==> config.mk <==
export PLATFORM = sky130hd
export DESIGN_NAME = fetch_prefetch_buffer
export DESIGN_NICKNAME = d
export VERILOG_FILES = /design/src/rtl/fetch_prefetch_buffer.sv
export SDC_FILE = /design/constraint.sdc
export NUM_CORES = 1
export LEC_CHECK = 0
export BUFFER_PORTS_ARGS = -buffer_cell sky130_fd_sc_hd__buf_4
export CAP_MARGIN = 5
export CELL_PAD_IN_SITES_DETAIL_PLACEMENT = 1
export CELL_PAD_IN_SITES_GLOBAL_PLACEMENT = 1
export CORE_MARGIN = 2
export CORE_UTILIZATION = 40
export CTS_BUF_LIST = sky130_fd_sc_hd__clkbuf_16
export CTS_CLUSTER_DIAMETER = 80
export DETAILED_ROUTE_END_ITERATION = 7
export GPL_ROUTABILITY_DRIVEN = 0
export PLACE_DENSITY_LB_ADDON = 0.25
export SYNTH_ARGS = -nofsm -noshare
export SYNTH_HDL_FRONTEND = slang
export SYNTH_SLANG_ARGS = --single-unit
==> constraint.sdc <==
create_clock -name clk -period 4.4 [get_ports clk]
set_input_delay 0.44 -clock clk [delete_from_list [all_inputs] [get_ports clk]]
set_output_delay 0.44 -clock clk [all_outputs]
set_load 0.03 [all_outputs]
==> src/rtl/fetch_prefetch_buffer.sv <==
// -----------------------------------------------------------------------------
// fetch_prefetch_buffer
//
// Instruction prefetch queue between instruction memory and the fetch/decode
// boundary of a 5-stage pipeline. It issues in-order word fetches, buffers up
// to DEPTH returned instructions together with their PC and PC+4, and hands
// them to decode one per cycle under a valid/ready handshake. A taken
// branch/jump redirect from execute flushes the queue and restarts fetching
// at the target. Responses still in flight at the redirect are counted and
// silently discarded when they come back.
//
// The number of buffered entries plus in-flight requests never exceeds DEPTH,
// so a returning response always finds a free slot.
//
// Parameters:
//   DEPTH     queue entries and cap on (buffered + in-flight); power of two, >= 2
//   RESET_PC  first fetch address after reset
//
// Ports:
//   clk, rst           clock; synchronous active-high reset
//   mem_req_valid/addr fetch request to instruction memory (word aligned)
//   mem_req_ready      memory accepts the request this cycle
//   mem_rsp_valid/data in-order response, latency >= 1 cycle
//   redirect_valid/pc  taken branch/jump from execute (PCSrcE / PCTargetE)
//   instr_valid/ready  handshake toward decode (ready low = stall)
//   instr              head instruction word (InstrD source)
//   instr_pc           head PC (PCD source)
//   instr_pc_plus4     head PC+4 (PCPlus4D source)
//
// Optional feature (compile-time macro PREFETCH_STATS_EN):
//   stat_flush_cnt     entries plus in-flight responses discarded by redirects
//   stat_bubble_cnt    cycles with instr_ready=1 and instr_valid=0
//   Both saturate at 16'hFFFF and clear on rst. Without the macro the ports
//   and counters do not exist.
// -----------------------------------------------------------------------------
module fetch_prefetch_buffer #(
  parameter int unsigned DEPTH    = 4,
  parameter logic [31:0] RESET_PC = 32'h0000_0000
) (
  input  logic        clk,
  input  logic        rst,
  output logic        mem_req_valid,
  output logic [31:0] mem_req_addr,
  input  logic        mem_req_ready,
  input  logic        mem_rsp_valid,
  input  logic [31:0] mem_rsp_data,
  input  logic        redirect_valid,
  input  logic [31:0] redirect_pc,
`ifdef PREFETCH_STATS_EN
  output logic [15:0] stat_flush_cnt,
  output logic [15:0] stat_bubble_cnt,
`endif
  output logic        instr_valid,
  input  logic        instr_ready,
  output logic [31:0] instr,
  output logic [31:0] instr_pc,
  output logic [31:0] instr_pc_plus4
);

  localparam int unsigned PTR_W = (DEPTH > 1) ? $clog2(DEPTH) : 1;
  localparam int unsigned CNT_W = PTR_W + 1;

  typedef logic [PTR_W-1:0] ptr_t;
  typedef logic [CNT_W-1:0] cnt_t;   // holds 0..DEPTH
  typedef logic [CNT_W:0]   occ_t;   // holds count + outstanding without overflow

  localparam logic [31:0] START_PC  = {RESET_PC[31:2], 2'b00};
  localparam occ_t        DEPTH_OCC = occ_t'(DEPTH);

  typedef struct packed {
    logic [31:0] word;
    logic [31:0] pc;
    logic [31:0] pc_plus4;
  } entry_t;

  // ---------------------------------------------------------------------------
  // State
  // ---------------------------------------------------------------------------
  logic [31:0] fetch_pc;     // address of the next request
  logic [31:0] rsp_pc;       // PC that the next kept response belongs to
  cnt_t        count;        // buffered entries
  cnt_t        outstanding;  // requests accepted by memory, response pending
  cnt_t        drop;         // pending responses that belong to a flushed path
  ptr_t        head;
  ptr_t        tail;
  entry_t      entries [DEPTH];

  // ---------------------------------------------------------------------------
  // Handshake decode
  // ---------------------------------------------------------------------------
  occ_t        occupancy;
  logic        req_fire;
  logic        rsp_keep;
  logic        push;
  logic        pop;
  cnt_t        outstanding_nxt;
  logic [31:0] redirect_aligned;
  entry_t      head_entry;

  assign occupancy        = occ_t'(count) + occ_t'(outstanding);
  assign mem_req_valid    = !rst && (occupancy < DEPTH_OCC);
  assign mem_req_addr     = fetch_pc;
  assign req_fire         = mem_req_valid && mem_req_ready;

  // A response is kept only when no flushed-path responses remain ahead of it.
  assign rsp_keep         = mem_rsp_valid && (drop == '0);

  // A redirect kills both the same-cycle push and the same-cycle pop.
  assign push             = rsp_keep && !redirect_valid;
  assign pop              = instr_valid && instr_ready && !redirect_valid;

  assign redirect_aligned = {redirect_pc[31:2], 2'b00};

  // The two low target bits are ignored: every fetch is word aligned.
  logic unused_redirect_lsbs;
  assign unused_redirect_lsbs = ^redirect_pc[1:0];

  // In-flight count after this cycle's request and response. On a redirect
  // this is exactly the number of responses that must be thrown away,
  // including a request accepted in the redirect cycle itself.
  always_comb begin
    // NOTE: assign a default before any conditional update so every path
    // drives the signal and no latch is inferred.
    outstanding_nxt = outstanding;
    if (req_fire) begin
      outstanding_nxt = outstanding_nxt + cnt_t'(1);
    end
    if (mem_rsp_valid) begin
      outstanding_nxt = outstanding_nxt - cnt_t'(1);
    end
  end

  // ---------------------------------------------------------------------------
  // Control registers
  // ---------------------------------------------------------------------------
  always_ff @(posedge clk) begin
    // NOTE: sequential state uses non-blocking assignments so every register
    // samples the pre-edge values, independent of statement order.
    if (rst) begin
      fetch_pc    <= START_PC;
      rsp_pc      <= START_PC;
      count       <= '0;
      outstanding <= '0;
      drop        <= '0;
      head        <= '0;
      tail        <= '0;
    end else begin
      outstanding <= outstanding_nxt;

      if (redirect_valid) begin
        fetch_pc <= redirect_aligned;
        rsp_pc   <= redirect_aligned;
        count    <= '0;
        head     <= '0;
        tail     <= '0;
        drop     <= outstanding_nxt;
      end else begin
        if (req_fire) begin
          fetch_pc <= fetch_pc + 32'd4;
        end

        if (mem_rsp_valid && (drop != '0)) begin
          drop <= drop - cnt_t'(1);
        end

        if (push) begin
          tail   <= tail + ptr_t'(1);
          rsp_pc <= rsp_pc + 32'd4;
        end

        if (pop) begin
          head <= head + ptr_t'(1);
        end

        unique case ({push, pop})
          2'b10:   count <= count + cnt_t'(1);
          2'b01:   count <= count - cnt_t'(1);
          default: ;
        endcase
      end
    end
  end

  // ---------------------------------------------------------------------------
  // Entry storage
  // ---------------------------------------------------------------------------
  // NOTE: the storage array is deliberately not reset; an entry is only ever
  // read after it has been written, because count gates instr_valid and the
  // outputs below.
  always_ff @(posedge clk) begin
    if (push) begin
      entries[tail] <= '{word: mem_rsp_data, pc: rsp_pc, pc_plus4: rsp_pc + 32'd4};
    end
  end

  // ---------------------------------------------------------------------------
  // Decode-side outputs: registered head entry, forced to zero when empty so
  // no stale PC is ever visible.
  // ---------------------------------------------------------------------------
  assign head_entry     = entries[head];
  assign instr_valid    = (count != '0);
  assign instr          = instr_valid ? head_entry.word     : 32'h0;
  assign instr_pc       = instr_valid ? head_entry.pc       : 32'h0;
  assign instr_pc_plus4 = instr_valid ? head_entry.pc_plus4 : 32'h0;

`ifdef PREFETCH_STATS_EN
  // ---------------------------------------------------------------------------
  // Statistics
  // ---------------------------------------------------------------------------
  // Work thrown away by a redirect: buffered entries, in-flight responses not
  // already marked for dropping, and a request accepted in the same cycle.
  occ_t        flush_amt;
  logic [16:0] flush_sum;

  assign flush_amt = occ_t'(count) + occ_t'(outstanding) - occ_t'(drop)
                   + occ_t'(req_fire);
  assign flush_sum = {1'b0, stat_flush_cnt} + 17'(flush_amt);

  always_ff @(posedge clk) begin
    if (rst) begin
      stat_flush_cnt  <= 16'h0;
      stat_bubble_cnt <= 16'h0;
    end else begin
      if (redirect_valid) begin
        stat_flush_cnt <= flush_sum[16] ? 16'hFFFF : flush_sum[15:0];
      end
      if (instr_ready && !instr_valid && (stat_bubble_cnt != 16'hFFFF)) begin
        stat_bubble_cnt <= stat_bubble_cnt + 16'd1;
      end
    end
  end
`endif

endmodule

==> results of run 1 <==
cell type report:
class	count	area share [%]
multi-input cells	639	25.72
inverters	42	0.7043
well taps	607	3.393
flip-flops and latches	443	56.11
clock inverters	36	1.386
repair buffers	210	7.434
clock buffers	47	5.254
logic make-up after synthesis:
family | count (synthesis)
AO/OA/AOI/OAI | 140
XOR/XNOR | 52
adder cells (fa/ha/maj) | 14
buffers and inverters | 120
flip-flops | 443
multiplexers | 95
other | 1
AND/OR/NAND/NOR | 332
Yosys cell counts (all sizes together), types with 3 or more instances:
master / instances / area (µm²)
and2: 93 / 581.8
o311a: 3 / 30.03
nand3: 26 / 130.1
o21ai: 4 / 20.02
inv: 41 / 153.9
xor2: 27 / 236.5
and4: 13 / 113.9
nor2: 29 / 108.9
a21oi: 32 / 160.2
xnor2: 25 / 219.0
o31a: 41 / 359.1
nor4: 35 / 255.2
nand4: 30 / 200.2
nor3b: 3 / 22.52
mux4: 92 / 2072
or4: 7 / 56.30
o31ai: 7 / 52.55
nor3: 27 / 135.1
nand2: 42 / 157.7
a21boi: 15 / 112.6
dfxtp: 75 / 1501
o21a: 8 / 60.06
o21bai: 3 / 22.52
and3: 15 / 93.84
buf: 28 / 150.1
a211oi: 15 / 112.6
ha: 13 / 162.7
a31oi: 6 / 37.54
edfxtp: 368 / 11050
clkbuf: 50 / 188.9
worst paths after layout:
check	from	to	slack (ps)	cells after the start
worst max register to register	count[2]	mem_req_addr[17]	1420	5
worst min register to register	tail[1]	tail[1]	520	2
worst max-delay path	flip-flop	instr_pc_plus4[20]	1230	4
worst min-delay path	mem_rsp_data[7]	entries[1][71]	70	1
through the flow:
stage	hold WS, ps	setup WS, ps
after detailed placement	512.6	1315
final	71.17	1230
after floorplan	454.8	489.3
after global routing	51.84	997.0
after CTS	39.81	1079
after global placement	492.2	1372
flip-flops by register name (all words and copies together) (netlist names), named ones only:
| register | count |
|---|---|
| count | 3 |
| drop | 3 |
| entries | 368 |
| head | 2 |
| mem_req_addr | 30 |
| outstanding | 3 |
| rsp_pc | 30 |
| tail | 2 |
per-layer routing:
metal	up-vias	track usage (%)	share of wire (%)
li1	5049	-	-
met4	0	5.089	1.4
met3	48	2.997	4.5
met1	5658	26.94	46
met2	235	31.34	48
met5	-	0	0
where the power goes:
part           leakage, nW  switching (mW)  internal [mW]
clock                0.754            1.58           2.28
sequential            3.98           0.117           4.69
combinational         2.93           0.415          0.285
total                 7.66            2.11           7.25
==> run_results.csv, run 1 <==
group,metric,value,unit
critical_path,crit_buf_inv,2,
yosys,synth.cell_area,18770,µm²
clocking,post_cts_buffers,0,
pwr,p_leak,7.663,nW
global_route,antenna_found_initial,0,
critical_path,end_kind,"output port",
clocking,cts.path.max_buffers,3,
critical_path,cp_top_family,"flip-flops",
yosys,syn_area_per_cell,15.68,µm²
pwr,power_density,418.5,nW/µm²
route,avgRoutedWirePerCell,22.64,µm
floorplanning,die-area,48660,µm²
yosys,synth_mux_area_share,11.21,%
timing,fmax,315.5,MHz
critical_path,start_kind,"flip-flop",
timing,finalSetupViolCount,0,
cells_and_area,fillers,4544,
route,wirelength,45810,µm
route,via_per_inst,5.430,
floorplanning,pin_count,200,
clocking,cts_resized,0,
route,vias,10990,
floorplanning,initial_core_util,40.39,%
critical_path,cp_cell_sequence,"buf_4, mux4_2, and2_1, buf_4",
yosys,synth-async-reset-ratio,0,%
route,drtPass1Iterations,5,
placement,port_buffers,191,
cells_and_area,multi_input_area,5757,µm²
critical_path,crit_top_cell,"buf_4",
cells_and_area,n_antenna_cell,0,
floorplanning,die_w,220.6,µm
clocking,cts-buffers-inserted,46,
yosys,synth_fa_ha_area_share,0.9735,%
critical_path,arrival,2730,ps
critical_path,worstPathMaxFanout,26,
outcome,status,"finished, final reports clean",
placement,dp_hpwl,28980,µm
critical_path,crit_slowest_cell,"dfxtp_4",
cells_and_area,final_cell_mix,"edfxtp_1, buf_4, and2_1",
global_route,grt_overflow,0,
route,antenna_left,0,
cells_and_area,fin_area,22380,µm²
pwr,total_power,9.368,mW
route,drc,0,
yosys,synth-simple-area-share,10.39,%
yosys,synth_warnings,0,
worst_hold_path,hold_class,"in2reg",
global_route,grt_pass1_wl,70770,µm
yosys,synth_seq_area_share,66.89,%
placement,dpl_cell_area,20900,µm²
cells_and_area,fin_nets,1466,
timing,finClkSkew,26.80,ps
yosys,synth_top_family_by_area,"multiplexers",
placement,placed_cells,1941,
yosys,synth_edf_count,368,
timing,min_period_over_period,72.04,%
cells_and_area,final_util,48.18,%
clocking,tritoncts,"done",
cells_and_area,drive_gt1_share,26.96,%
yosys,synth_cell_types,56,
cells_and_area,area_growth,19.28,%
pwr,irDropWorstVdd,0.0002410,V
critical_path,slowest_delay,720,ps
timing,maxSlewHeadroom,38.70,%
route,drt_iter0_drc,592,
cells_and_area,ff_latch_area,12560,µm²
clocking,clkLatencyLatePin,570,ps
critical_path,cp_data_required_time,3960,ps
global_route,grtUsageTotal,19.21,%
floorplanning,num_rows,79,
critical_path,critical_path_class,"reg2out",
global_route,grt_max_degree,96,
job,maxCapViolations,0,
yosys,synth_xor_area_share,2.427,%
clocking,ctsHoldBuffers,0,
clocking,cts_root_buf,"clkbuf_16",
clocking,path_clk_slew,60,ps
yosys,synth-compound-area-share,5.441,%
timing,finalHoldViolCount,0,
floorplanning,coreArea,46460,µm²
timing,finalSetupTns,0,ps
clocking,clock-sinks,443,
yosys,ys_ff_latch,443,
timing,fin_crit,3170,ps
floorplanning,chipHeight,220.6,µm
yosys,synth-main-ff-cell,"edfxtp_1",
global_route,grt_pass1_vias,11693,
cells_and_area,layout.cells.most_common,"edfxtp_1",
clocking,htree_levels,2,
timing,slew_violations,0,
cells_and_area,fin_cells,2024,
yosys,postSynthCellCount,1197,
timing,tightest_slew,911.2,ps
timing,rsz0062_at_grt,"no",
(Power assumes the default switching activity.)
==> inputs of run 2 (changes only) <==
--- a/config.mk
+++ b/config.mk
@@ -5,6 +5,7 @@
 export SDC_FILE = /design/constraint.sdc
 export NUM_CORES = 1
 export LEC_CHECK = 0
+export ABC_AREA = 1
 export BUFFER_PORTS_ARGS = -buffer_cell sky130_fd_sc_hd__buf_4
 export CAP_MARGIN = 5
 export CELL_PAD_IN_SITES_DETAIL_PLACEMENT = 1
==> constraint.sdc (replaced) <==
create_clock -name clk -period 3.2 [get_ports clk]
set_input_delay 0.32 -clock clk [delete_from_list [all_inputs] [get_ports clk]]
set_output_delay 0.32 -clock clk [all_outputs]
set_load 0.03 [all_outputs]
==> run 2 against run 1 <==
  * Combinational power rose by 44%
  * Clock skew fell by 12 ps
  * Register-to-register slack worse by 580 ps
  * Core utilization is 0.90 points higher
  * Critical path type unchanged
  * Largest power group unchanged
==> run_results.csv, run 2 <==
group,metric,value,unit
outcome,status,"finished, final reports clean",
job,maxCapViolations,0,
global_route,grt_pass1_vias,15548,
floorplanning,initial_core_util,40.49,%
floorplanning,num_rows,80,
route,drc,0,
global_route,grt_overflow,0,
critical_path,start_kind,"flip-flop",
yosys,synth-compound-area-share,10.38,%
placement,port_buffers,191,
timing,fmax,344.3,MHz
global_route,grt_max_degree,125,
route,antenna_left,0,
timing,rsz0062_at_grt,"no",
timing,tightest_slew,744.9,ps
timing,maxSlewHeadroom,50.23,%
global_route,antenna_found_initial,0,
pwr,internal_power,10.03,mW
route,drt_iter0_drc,900,
floorplanning,die-area,50000,µm²
yosys,synth_mux_area_share,0,%
cells_and_area,largest_register_ffs,368,
pwr,total_power,13.13,mW
yosys,synth_xor_area_share,1.395,%
cells_and_area,drive_gt1_share,14.86,%
yosys,synth_warnings,0,
yosys,yosys.area.top_type,"edfxtp_1",
floorplanning,pin_count,200,
floorplanning,die_w,223.6,µm
timing,whs,84.41,ps
clocking,path_clk_slew,60,ps
pwr,switching_power,3.103,mW
timing,finalSetupViolCount,0,
floorplanning,chipHeight,223.6,µm
clocking,post_cts_buffers,0,
clocking,cts_resized,0,
cells_and_area,area_growth,21.23,%
yosys,synth.cell_area,19290,µm²
yosys,ys_ff_latch,443,
clocking,clock-sinks,443,
cells_and_area,final_util,49.08,%
clocking,cts.path.max_buffers,3,
critical_path,cp_data_required_time,2880,ps
yosys,synth_cell_types,41,
cells_and_area,n_antenna_cell,0,
yosys,synth-main-ff-cell,"edfxtp_1",
clocking,cts_root_buf,"clkbuf_16",
timing,slew_violations,0,
route,via_per_inst,5.279,
clocking,htree_levels,2,
route,wirelength,57460,µm
clocking,clkLatencyLatePin,580,ps
yosys,synth_seq_area_share,65.07,%
critical_path,worstPathMaxFanout,74,
critical_path,timing.rr.end,"drop[2]",
worst_hold_path,hold_depth,3,
route,vias,14717,
pwr,irDropWorstVdd,0.0003161,V
cells_and_area,fin_nets,2221,
worst_hold_path,hold_class,"in2reg",
yosys,synth_edf_count,368,
global_route,grt_pass1_wl,88300,µm
cells_and_area,top_register,"entries",
yosys,postSynthCellCount,1932,
cells_and_area,final_cell_mix,"nor2_1, edfxtp_1, nand2_1",
timing,finalHoldViolCount,0,
placement,dpl_cell_area,21510,µm²
critical_path,critical_path_class,"reg2out",
critical_path,end_kind,"output port",
clocking,tritoncts,"done",
pwr,comb_power_share,7.7,%
clocking,cts-buffers-inserted,47,
yosys,synth-async-reset-ratio,0,%
yosys,yosysTopAreaCellShare,57.29,%
pwr,p_leak,8.660,nW
pwr,seqPwrFrac,50.2,%
critical_path,r2r_setup_slack,840,ps
worst_hold_path,whs_endpoint,"mem_req_addr[31]",
placement,dp_hpwl,36440,µm
route,drtPass1Iterations,4,
yosys,synth.area.top_cells,"edfxtp_1, nor2_1, dfxtp_1, nand2_1, o21ai_0",
critical_path,r2r_start,"count[1]",
timing,fin_crit,2905,ps
pwr,pwr-share-clk,42.1,%
yosys,syn_area_per_cell,9.984,µm²
route,avgRoutedWirePerCell,20.61,µm
cells_and_area,layout.cells.most_common,"nor2_1",
pwr,sw_frac_of_total,23.63,%
worst_hold_path,hp-start,"redirect_pc[31]",
timing,min_period_over_period,90.77,%
timing,finClkSkew,15.06,ps
floorplanning,coreArea,47650,µm²
yosys,synth_most_common_cell,"nor2_1",
cells_and_area,fin_area,23380,µm²
yosys,synth-simple-area-share,17.95,%
critical_path,arrival,2580,ps
yosys,synth_fa_ha_area_share,0.9470,%
global_route,grtUsageTotal,22.90,%
pwr,power_density,561.5,nW/µm²
yosys,synth_common_cells,"nor2_1, edfxtp_1, nand2_1, o21ai_0, a21oi_1",
yosys,synth_top_family_by_area,"simple AND/OR/NAND/NOR gates",
critical_path,worstRegToRegCells,13,
==> run 2: power groups by stage <==
stage	sequential, mW	clock (mW)	combinational, mW
CTS	6.59	5.62	1.02
detailed placement	6.71	0	0.979
finish	6.59	5.52	1.01
global placement	6.70	0	0.942
floorplan	6.71	0	0.546
global route	6.61	5.84	1.12
==> run 2: metal layers <==
layer / part of all wire [%] / GRT usage [%]
met3: 4.7 / 3.961
met1: 44 / 29.64
met2: 49 / 39.85
met4: 2.1 / 6.065
met5: 0 / 0
==> run 2: worst max-delay path by stage <==
stage,end,cells past startpoint,slack [ps],start
6_report,instr_pc_plus4[10],6,300,flip-flop
5_1_grt,instr_pc_plus4[9],6,160,flip-flop
4_1_cts,instr_pc_plus4[9],6,260,flip-flop
3_5_place_dp,count[2],10,790,redirect_valid
3_3_place_gp,count[2],10,760,redirect_valid
2_1_floorplan,entries[0][10],7,-770,drop[0]
==> run 2: cell families (layout without fill, tap and decap cells) <==
| logic type | after synthesis | count (layout) |
|---|---|---|
| other cells | 1 | 6 |
| buf+inv | 193 | 429 |
| flops | 443 | 443 |
| xor+xnor | 29 | 29 |
| simple gates | 864 | 864 |
| compound gates | 388 | 388 |
| fa+ha+maj | 14 | 14 |
==> run 2: cell type report <==
cell class	instances	area, µm²
inverter	91	344.1
sequential	443	12560
tap	615	769.5
fill	5256	24260
timing repair buffer	253	2180
clock buffer	49	1226
clock inverter	36	330.3
multi-input combinational	1301	5976
==> run 2: what timing repair did <==
| item | 4_1_cts | 5_1_grt |
|---|---|---|
| endpoints found under the setup margin | 0 | 0 |
| hold buffers | 32 | 0 |
| hold endpoints to repair | 128 | 0 |
==> run 2: metrics by stage <==
step           setup slack (ps)  setup TNS, ps  instances
2_1_floorplan            -770.1        -283400       1937
3_5_place_dp              787.4              0       2671
6_report                  295.4              0       2788
5_1_grt                   155.4              0       2788
3_3_place_gp              762.9              0       2671
4_1_cts                   258.6              0       2788
==> run 2: worst max-delay path, cell delays in order (launching register included) <==
cell	delay, ps
dfxtp_4	720
buf_12	380
nor2_1	90
nor2_1	80
o21ai_0	90
a21oi_1	350
buf_4	230
==> inputs of run 3 (changes only) <==
==> constraint.sdc (replaced) <==
create_clock -name clk -period 3.4 [get_ports clk]
set_input_delay 0.34 -clock clk [delete_from_list [all_inputs] [get_ports clk]]
set_output_delay 0.34 -clock clk [all_outputs]
set_load 0.03 [all_outputs]
==> run 3 against run 2 <==
  * Non-clock buffer count fell by 4
  * Register-to-register slack better by 30 ps
  * Setup slack improved by 36 ps
  * Critical endpoint is now instr_pc[31]
  * Final cell count down 0.14%
  * Critical path depth did not move
  * Sequential power down 5.9%
  * Global-route usage fell by 0.46 points
==> run_results.csv, run 3 (synthesis results as in run 2) <==
group,metric,value,unit
outcome,status,"finished, final reports clean",
floorplanning,die-area,50000,µm²
floorplanning,num_rows,80,
critical_path,cp_data_required_time,3060,ps
floorplanning,chipHeight,223.6,µm
cells_and_area,area_growth,20.64,%
floorplanning,die_w,223.6,µm
clocking,tritoncts,"done",
clocking,cts-buffers-inserted,47,
route,wl_met2,27670,µm
route,wl_met3,2492,µm
critical_path,start_kind,"flip-flop",
route,antenna_left,0,
cells_and_area,fin_nets,2217,
timing,finalHoldViolCount,0,
timing,finalSetupViolCount,0,
global_route,grtUsageTotal,22.45,%
timing,tightest_slew,732.7,ps
pwr,irDropWorstVdd,0.0003279,V
route,wirelength,56060,µm
clocking,clkLatencyLatePin,570,ps
route,drtPass1Iterations,5,
global_route,antenna_found_initial,0,
route,drt_iter0_drc,899,
global_route,grt_pass1_wl,86450,µm
timing,fin_crit,3069,ps
route,via_per_inst,5.248,
critical_path,r2r_setup_slack,870,ps
pwr,p_leak,8.594,nW
global_route,grt_overflow,0,
global_route,grt_pass1_vias,15293,
clocking,cts.path.max_buffers,3,
cells_and_area,final_cell_mix,"nor2_1, edfxtp_1, nand2_1",
global_route,grt_max_degree,119,
timing,finClkSkew,9.708,ps
critical_path,arrival,2730,ps
placement,dpl_cell_area,21430,µm²
critical_path,end_kind,"output port",
worst_hold_path,hold_class,"in2reg",
cells_and_area,drive_gt1_share,14.76,%
placement,dp_hpwl,36020,µm
route,routed.top_layer,"met4",
route,drc,0,
route,met1Wirelength,24600,µm
cells_and_area,fin_cells,2784,
floorplanning,initial_core_util,40.49,%
floorplanning,coreArea,47650,µm²
pwr,power_density,524.9,nW/µm²
clocking,post_cts_buffers,0,
clocking,path_clk_slew,60,ps
timing,maxSlewHeadroom,50.99,%
placement,port_buffers,191,
timing,slew_violations,0,
cells_and_area,layout.cells.most_common,"nor2_1",
cells_and_area,fin_area,23270,µm²
clocking,clock-sinks,443,
cells_and_area,top_register,"entries",
timing,rsz0062_at_grt,"no",
timing,min_period_over_period,90.25,%
route,vias,14610,
critical_path,worstPathMaxFanout,118,
floorplanning,pin_count,200,
clocking,htree_levels,2,
clocking,cts_root_buf,"clkbuf_16",
critical_path,critical_path_class,"reg2out",
job,maxCapViolations,0,
placement,placed_cells,2667,
timing,fmax,325.9,MHz
cells_and_area,largest_register_ffs,368,
route,avgRoutedWirePerCell,20.13,µm
run 3: metrics by stage:
stage               worst slack [ps]  setup TNS, ps  util, %  power (mW)  hold WS [ps]
floorplan                     -570.1        -209800        -       6.825         435.9
global placement               789.6              0    44.97       7.187         443.0
detailed placement             804.3              0    44.97       7.229         453.2
CTS                            275.4              0    48.84       12.34         64.63
global route                   134.9              0    48.84       12.64         107.6
finish                         331.4              0    48.84       12.21         100.6
run 3: path summary, 6_finish.rpt:
check,startpoint,endpoint,depth (start not counted)
setup / recovery,flip-flop,instr_pc[31],6
hold / removal,redirect_pc[31],mem_req_addr[31],3
setup reg to reg,drop[0],count[2],12
hold reg to reg,head[1],flip-flop,2
run 3: timing repair:
action                                 4_1_cts  5_1_grt
resized for setup                            0        0
hold buffers                                32        0
endpoints found under the hold margin      128        0
run 3: cell type report:
class                      instances  area [µm²]
clock buffer                      49        1226
inverter                          91       344.1
multi-input combinational       1301        5976
tap                              615       769.5
clock inverter                    35       294.0
sequential                       443       12560
timing repair buffer             249        2100
antenna                            1       2.502
fill                            5303       24370
run 3: layer usage:
metal | global-route usage, % | up-vias
li1 | - | 6929
met1 | 29.19 | 7303
met2 | 39.06 | 303
met3 | 3.109 | 75
met4 | 6.796 | 0
met5 | 0 | -
run 3: worst max-delay path, stage by stage, from the launching register on:
cell and delay [ps]:
dfxtp_4 710, buf_12 450, nor2_1 130, nor2_1 110, o21ai_0 90, a21oi_1 370
buf_4 240
run 3: power by group:
part,switching (mW),internal [mW]
clock,2.09,2.98
combinational,0.631,0.311
sequential,0.144,6.06
total,2.86,9.35
